--- config.mk ---
export PLATFORM = sky130hd
export DESIGN_NAME = mul_seq_ctrl
export DESIGN_NICKNAME = d
export VERILOG_FILES = /design/src/rtl/mul_pkg.sv /design/src/rtl/mul_step_counter.sv /design/src/rtl/mul_seq_ctrl.sv
export SDC_FILE = /design/constraint.sdc
export NUM_CORES = 1
export LEC_CHECK = 0
export CAP_MARGIN = 5
export CORE_AREA = 2 2 39 41
export CTS_CLUSTER_SIZE = 14
export DETAILED_ROUTE_END_ITERATION = 16
export DIE_AREA = 0 0 41 43
export REMOVE_ABC_BUFFERS = 1
export SYNTH_ARGS = -nofsm -noshare
export SYNTH_HDL_FRONTEND = slang
export SYNTH_SLANG_ARGS = --single-unit
export TNS_END_PERCENT = 50
--- constraint.sdc ---
create_clock -name clk -period 1.5 [get_ports clk]
set_clock_uncertainty 0.15 [all_clocks]
set_input_delay 0.3 -clock clk [delete_from_list [all_inputs] [get_ports clk]]
set_output_delay 0.3 -clock clk [all_outputs]
set_load 0.005 [all_outputs]
--- src/rtl/mul_pkg.sv ---
// mul_pkg: shared constants and FSM state type for the radix-16 Booth multiplier.
package mul_pkg;
  localparam int WIDTH = 32;
  localparam int N_STEPS = WIDTH / 4;
  localparam int CNT_W = $clog2(N_STEPS);
  typedef enum logic [1:0] {S_IDLE, S_RUN, S_CAPT, S_DONE} mul_state_e;
endpackage

--- src/rtl/mul_step_counter.sv ---
// mul_step_counter: shift-cycle counter with clear, enable and terminal-count flag.
module mul_step_counter #(
  parameter int N = mul_pkg::N_STEPS,
  parameter int CW = $clog2(N)
) (
  input  logic          clk,
  input  logic          rst_n,
  input  logic          clr_i,
  input  logic          en_i,
  output logic [CW-1:0] cnt_o,
  output logic          last_o
);
  logic [CW-1:0] cnt_q, cnt_d;
  assign last_o = cnt_q == CW'(N - 1);
  // Wrap explicitly at the terminal count so non-power-of-two step counts work.
  assign cnt_d = (clr_i | (en_i & last_o)) ? '0 : en_i ? cnt_q + CW'(1) : cnt_q;
  assign cnt_o = cnt_q;
  always_ff @(posedge clk or negedge rst_n) begin
    if (!rst_n) cnt_q <= '0;
    else cnt_q <= cnt_d;
  end
endmodule

--- src/rtl/mul_seq_ctrl.sv ---
// mul_seq_ctrl: handshake and sequencing controller for the radix-16 Booth multiplier datapath.
module mul_seq_ctrl import mul_pkg::*; #(
  parameter int WIDTH = mul_pkg::WIDTH,
  localparam int N_STEPS = WIDTH / 4,
  localparam int CNT_W = $clog2(N_STEPS)
) (
  input  logic             clk,
  input  logic             rst_n,
  input  logic             in_valid_i,
  output logic             in_ready_o,
  output logic             out_valid_o,
  input  logic             out_ready_i,
  input  logic             abort_i,
  output logic             opnd_we_o,
  output logic             load_o,
  output logic             capture_o,
  output logic [CNT_W-1:0] step_cnt_o,
  output logic             last_step_o,
  output logic             busy_o
);
  if (!(WIDTH % 4 == 0 && WIDTH >= 8)) begin : g_width_chk
    $error("mul_seq_ctrl: WIDTH must be a multiple of 4 and at least 8");
  end
  mul_state_e state_q, state_d;
  logic idle, run, capt, done, accept, last;
  assign idle = state_q == S_IDLE;
  assign run = state_q == S_RUN;
  assign capt = state_q == S_CAPT;
  assign done = state_q == S_DONE;
  assign in_ready_o = ~abort_i & (idle | (done & out_ready_i));
  assign accept = in_valid_i & in_ready_o;
  assign opnd_we_o = accept;
  // Accepting straight out of DONE gives back-to-back operation with no bubble.
  assign state_d = abort_i ? S_IDLE :
                   idle    ? (accept ? S_RUN : S_IDLE) :
                   run     ? (last ? S_CAPT : S_RUN) :
                   capt    ? S_DONE :
                   out_ready_i ? (accept ? S_RUN : S_IDLE) : S_DONE;
  always_ff @(posedge clk or negedge rst_n) begin
    if (!rst_n) state_q <= S_IDLE;
    else state_q <= state_d;
  end
  mul_step_counter #(.N(N_STEPS), .CW(CNT_W)) u_cnt (
    .clk    (clk),
    .rst_n  (rst_n),
    .clr_i  (~run | abort_i),
    .en_i   (run),
    .cnt_o  (step_cnt_o),
    .last_o (last)
  );
  assign load_o = ~run;
  assign capture_o = capt;
  assign out_valid_o = done;
  assign busy_o = run | capt;
  assign last_step_o = run & last;
endmodule

==> metrics.txt <==
# TYPE chip_impl_metric gauge
chip_impl_info{name="run_status",value="finished with violations"} 1
chip_impl_info{name="failing_checks",value="setup timing"} 1
chip_impl_metric{name="synth_simple_gate_area_frac",unit=""} 0.158
chip_impl_metric{name="detail_route.wirelength",unit="um"} 943
chip_impl_metric{name="gp_congestion",unit=""} 0.690
chip_impl_metric{name="floorplan.io_pins",unit=""} 15
chip_impl_metric{name="vdd_drop_max",unit="uV"} 441
chip_impl_metric{name="fin_worst_hold_slack",unit="ns"} 0.125
chip_impl_metric{name="final-setup-viol-count",unit=""} 8
chip_impl_info{name="regToRegEndpoint",value="state_q[0]"} 1
chip_impl_metric{name="cts.path.max_buffers",unit=""} 2
chip_impl_info{name="worstHoldPathType",value="in -> async"} 1
chip_impl_metric{name="grt_start_max_net_pins",unit=""} 6
chip_impl_metric{name="avgSynthCellArea",unit="um2"} 10.8
chip_impl_metric{name="swShare",unit=""} 0.274
chip_impl_metric{name="clock_tree.htree_level_count",unit=""} 1
chip_impl_info{name="synth_top_family_by_area",value="adder cells"} 1
chip_impl_metric{name="post-route-cell-area",unit="um2"} 722
chip_impl_metric{name="cp_num_buf_inv",unit=""} 2
chip_impl_metric{name="required",unit="ns"} 1.05
chip_impl_metric{name="final_net_count",unit=""} 77
chip_impl_metric{name="die_area",unit="mm2"} 0.00176
chip_impl_metric{name="routed-wl-met2",unit="um"} 545
chip_impl_metric{name="placed_cells_incl_taps",unit=""} 73
chip_impl_info{name="worst_r2r_startpoint",value="state_q[1]"} 1
chip_impl_metric{name="met1_wire_length",unit="um"} 311
chip_impl_metric{name="timing.critical_path.arrival",unit="ns"} 1.28
chip_impl_info{name="highest_signal_layer",value="met4"} 1
chip_impl_metric{name="synthXorXnorAreaFrac",unit=""} 0
chip_impl_metric{name="die_w",unit="um"} 41
chip_impl_metric{name="antenna_cells_inserted",unit=""} 0
chip_impl_metric{name="clock_latency_at_the_later_pin_of_the_worst_skew_pair",unit="ns"} 0.25
chip_impl_metric{name="port-buffer-count",unit=""} 14
chip_impl_metric{name="post_layout_nonfiller_instances",unit=""} 81
chip_impl_metric{name="antenna_found_initial",unit=""} 0
chip_impl_metric{name="crit_cells",unit=""} 5
chip_impl_metric{name="power.static_leakage",unit="uW"} 0.000354
chip_impl_metric{name="design.core.area",unit="mm2"} 0.00138
chip_impl_metric{name="switching_power",unit="uW"} 123
chip_impl_metric{name="number_of_instances_in_the_synthesized_netlist",unit=""} 28
chip_impl_metric{name="initial_utilization",unit=""} 0.218
chip_impl_metric{name="grt_first_pass_wirelength",unit="um"} 1490
chip_impl_info{name="grt_setup_unrepaired",value="yes"} 1
chip_impl_metric{name="routed_wire_length_per_instance",unit="um"} 11.6
chip_impl_metric{name="slew_viol_final",unit=""} 0
chip_impl_metric{name="drc_errors",unit=""} 0
chip_impl_metric{name="synthAdderAreaFrac",unit=""} 0.249
chip_impl_metric{name="post_dp_cell_area",unit="um2"} 574
chip_impl_metric{name="synthesis.yosys.warnings",unit=""} 0
chip_impl_metric{name="synth.ff_latch_count",unit=""} 5
chip_impl_metric{name="seq_power_share",unit=""} 0.327
chip_impl_info{name="critical_path_cell_with_the_highest_stage_delay",value="sky130_fd_sc_hd__dfrtp_2"} 1
chip_impl_metric{name="register_area_share_after_synthesis",unit=""} 0.415
chip_impl_info{name="worst-setup-path-type",value="reg -> out"} 1
chip_impl_info{name="critical_path.startpoint_type",value="flop"} 1
chip_impl_metric{name="critical_path.max_stage_delay",unit="ns"} 0.44
chip_impl_info{name="cp_cell_sequence",value="inv_2 -> ha_4 -> a21oi_4 -> nor3b_2 -> buf_2"} 1
chip_impl_metric{name="routed_via_count_divided_by_cell_count",unit=""} 4.11
chip_impl_metric{name="crit_fanout",unit=""} 3
chip_impl_metric{name="power.internal",unit="uW"} 324
chip_impl_metric{name="cts_sinks",unit=""} 5
chip_impl_metric{name="areaGrowthSynthToFinish",unit="%"} 139
chip_impl_metric{name="number_of_fill_cells",unit=""} 132
chip_impl_metric{name="drive_gt1_frac",unit=""} 0.723
chip_impl_metric{name="syn_area",unit="um2"} 302
chip_impl_metric{name="synth.distinct_cells",unit=""} 13
chip_impl_metric{name="number_of_max_capacitance_violations_reported",unit=""} 0
chip_impl_metric{name="timing.final.crit_period",unit="ns"} 1.73
chip_impl_metric{name="grt_pass1_vias",unit=""} 354
chip_impl_metric{name="regToRegSetupSlack",unit="ns"} -0.04
chip_impl_metric{name="global_route.usage.total",unit=""} 0.139
chip_impl_metric{name="die_y",unit="um"} 43
chip_impl_info{name="critical-path-top-delay-family",value="flip-flops"} 1
chip_impl_metric{name="grt_remaining_overflow",unit=""} 0
chip_impl_metric{name="clk_transition_reported_paths",unit="ns"} 0.05
chip_impl_metric{name="slew_at_the_pin_closest_to_its_max_slew_limit",unit="ns"} 0.240
chip_impl_metric{name="timing.max_slew.rel_slack",unit=""} 0.840
chip_impl_metric{name="combPwrFrac",unit=""} 0.304
chip_impl_metric{name="clock_power_share",unit=""} 0.368
chip_impl_metric{name="first_iter_violations",unit=""} 0
chip_impl_metric{name="synth.area.mux_share",unit=""} 0
chip_impl_info{name="kind_of_end_point_of_the_critical_path",value="primary output"} 1
chip_impl_metric{name="fp-row-count",unit=""} 14
chip_impl_metric{name="fin_tns_setup",unit="ns"} -0.872
chip_impl_metric{name="design_power_total",unit="uW"} 447
chip_impl_metric{name="period_share",unit=""} 1.15
chip_impl_info{name="clock_tree_from_tritoncts",value="done"} 1
chip_impl_info{name="clk_root_buffer_cell",value="sky130_fd_sc_hd__clkbuf_4"} 1
chip_impl_metric{name="finalHoldViolCount",unit=""} 0
chip_impl_metric{name="route.met3.wl",unit="um"} 58
chip_impl_metric{name="synth_compound_area_frac",unit=""} 0.116
chip_impl_metric{name="drtPass1Iterations",unit=""} 1
chip_impl_metric{name="worst_r2r_path_cells",unit=""} 7
chip_impl_metric{name="cts-buffers-inserted",unit=""} 3
chip_impl_metric{name="smallest_setup_slack_after_layout",unit="ns"} -0.227
chip_impl_metric{name="routed-via-count",unit=""} 333
chip_impl_metric{name="detail-route-antenna-nets",unit=""} 0
chip_impl_metric{name="pwr_density_cell",unit="mW/mm2"} 619
chip_impl_metric{name="max_freq",unit="MHz"} 579
[worst reg2reg max path, cell delays in order, from the launching register on]
cell	delay, ns
sky130_fd_sc_hd__dfrtp_1	0.39
sky130_fd_sc_hd__buf_6	0.13
sky130_fd_sc_hd__buf_6	0.11
sky130_fd_sc_hd__ha_4	0.15
sky130_fd_sc_hd__buf_4	0.12
sky130_fd_sc_hd__nor2_1	0.07
sky130_fd_sc_hd__a21oi_1	0.08
sky130_fd_sc_hd__o221a_1	0.22
[how the worst max path moves through the flow]
stage	from	endpoint	slack [ns]
floorplan	u_cnt.cnt_o[0]	last_step_o	0.13
global placement	out_ready_i	opnd_we_o	-0.53
detailed placement	out_ready_i	opnd_we_o	-0.53
CTS	state_q[0]	load_o	-0.26
global route	state_q[0]	opnd_we_o	-0.29
finish	state_q[0]	opnd_we_o	-0.23
[power groups by stage]
stage	combinational (uW)	sequential, uW	clock (uW)
floorplan	31.4	146	0
global placement	103	146	0
detailed placement	104	146	0
CTS	131	145	174
global route	150	147	180
finish	136	146	165
[flip-flops by register name (all words and copies together), names as in the netlist]
signal and flops:
u_cnt.cnt_o 3, state_q 2
[cell usage in the layout, fill, tap and decap left out]
cell,n
sky130_fd_sc_hd__and2_1,2
sky130_fd_sc_hd__inv_1,2
sky130_fd_sc_hd__nand2_2,1
sky130_fd_sc_hd__clkbuf_2,2
sky130_fd_sc_hd__a21oi_1,1
sky130_fd_sc_hd__inv_2,3
sky130_fd_sc_hd__clkdlybuf4s50_1,4
sky130_fd_sc_hd__clkbuf_1,1
sky130_fd_sc_hd__ha_2,1
sky130_fd_sc_hd__nor4_4,1
sky130_fd_sc_hd__dfrtp_1,4
sky130_fd_sc_hd__nor3_4,1
sky130_fd_sc_hd__buf_2,3
sky130_fd_sc_hd__a21oi_4,1
sky130_fd_sc_hd__o221a_1,1
sky130_fd_sc_hd__nor2_1,2
sky130_fd_sc_hd__buf_4,17
sky130_fd_sc_hd__nor3b_2,1
sky130_fd_sc_hd__o211a_1,1
sky130_fd_sc_hd__clkbuf_4,3
sky130_fd_sc_hd__buf_6,7
sky130_fd_sc_hd__dfrtp_2,1
sky130_fd_sc_hd__ha_4,5
[metal layers]
| layer | vias to the layer above | GRT usage |
|---|---|---|
| li1 | 170 | - |
| met1 | 146 | 0.136 |
| met2 | 12 | 0.216 |
| met3 | 5 | 0.0628 |
| met4 | 0 | 0.100 |
| met5 | - | 0 |
[Yosys cell counts, drive strengths merged]
cell type,count,share of area
nor4,1,0.021
a21oi,2,0.046
inv,5,0.062
and2,2,0.041
nor3b,1,0.041
o221a,1,0.037
ha,6,0.25
nand2,1,0.012
dfrtp,5,0.41
nor2,2,0.025
o211a,1,0.033
nor3,1,0.017
[stage by stage]
stage,setup slack [ns],utilization
2_1_floorplan,0.133,-
3_5_place_dp,-0.528,0.415
6_report,-0.227,0.522
4_1_cts,-0.255,0.512
3_3_place_gp,-0.532,0.415
5_1_grt,-0.290,0.522
[area by class of cell]
| class | count | area (um2) | share of cell area |
|---|---|---|---|
| repair buffers | 33 | 272 | 0.376 |
| multi-input cells | 18 | 259 | 0.359 |
| flip-flops and latches | 5 | 126 | 0.175 |
| clock buffers | 4 | 26.3 | 0.0364 |
| well taps | 16 | 20.0 | 0.0277 |
| inverters | 5 | 18.8 | 0.0260 |
[kinds of logic after synthesis]
logic type | after synthesis
flip-flops | 5
AO/OA/AOI/OAI | 4
buffers and inverters | 5
adder cells (fa/ha/maj) | 6
AND/OR/NAND/NOR | 8
[timing repair]
| item | CTS | global route |
|---|---|---|
| pin swaps | 8 | 6 |
| setup buffers | 4 | 2 |
| resized for setup | 52 | 9 |
| setup endpoints to repair | 14 | 13 |
| hold buffers | 0 | 0 |
Note: power is estimated with default switching activity, not from simulation.
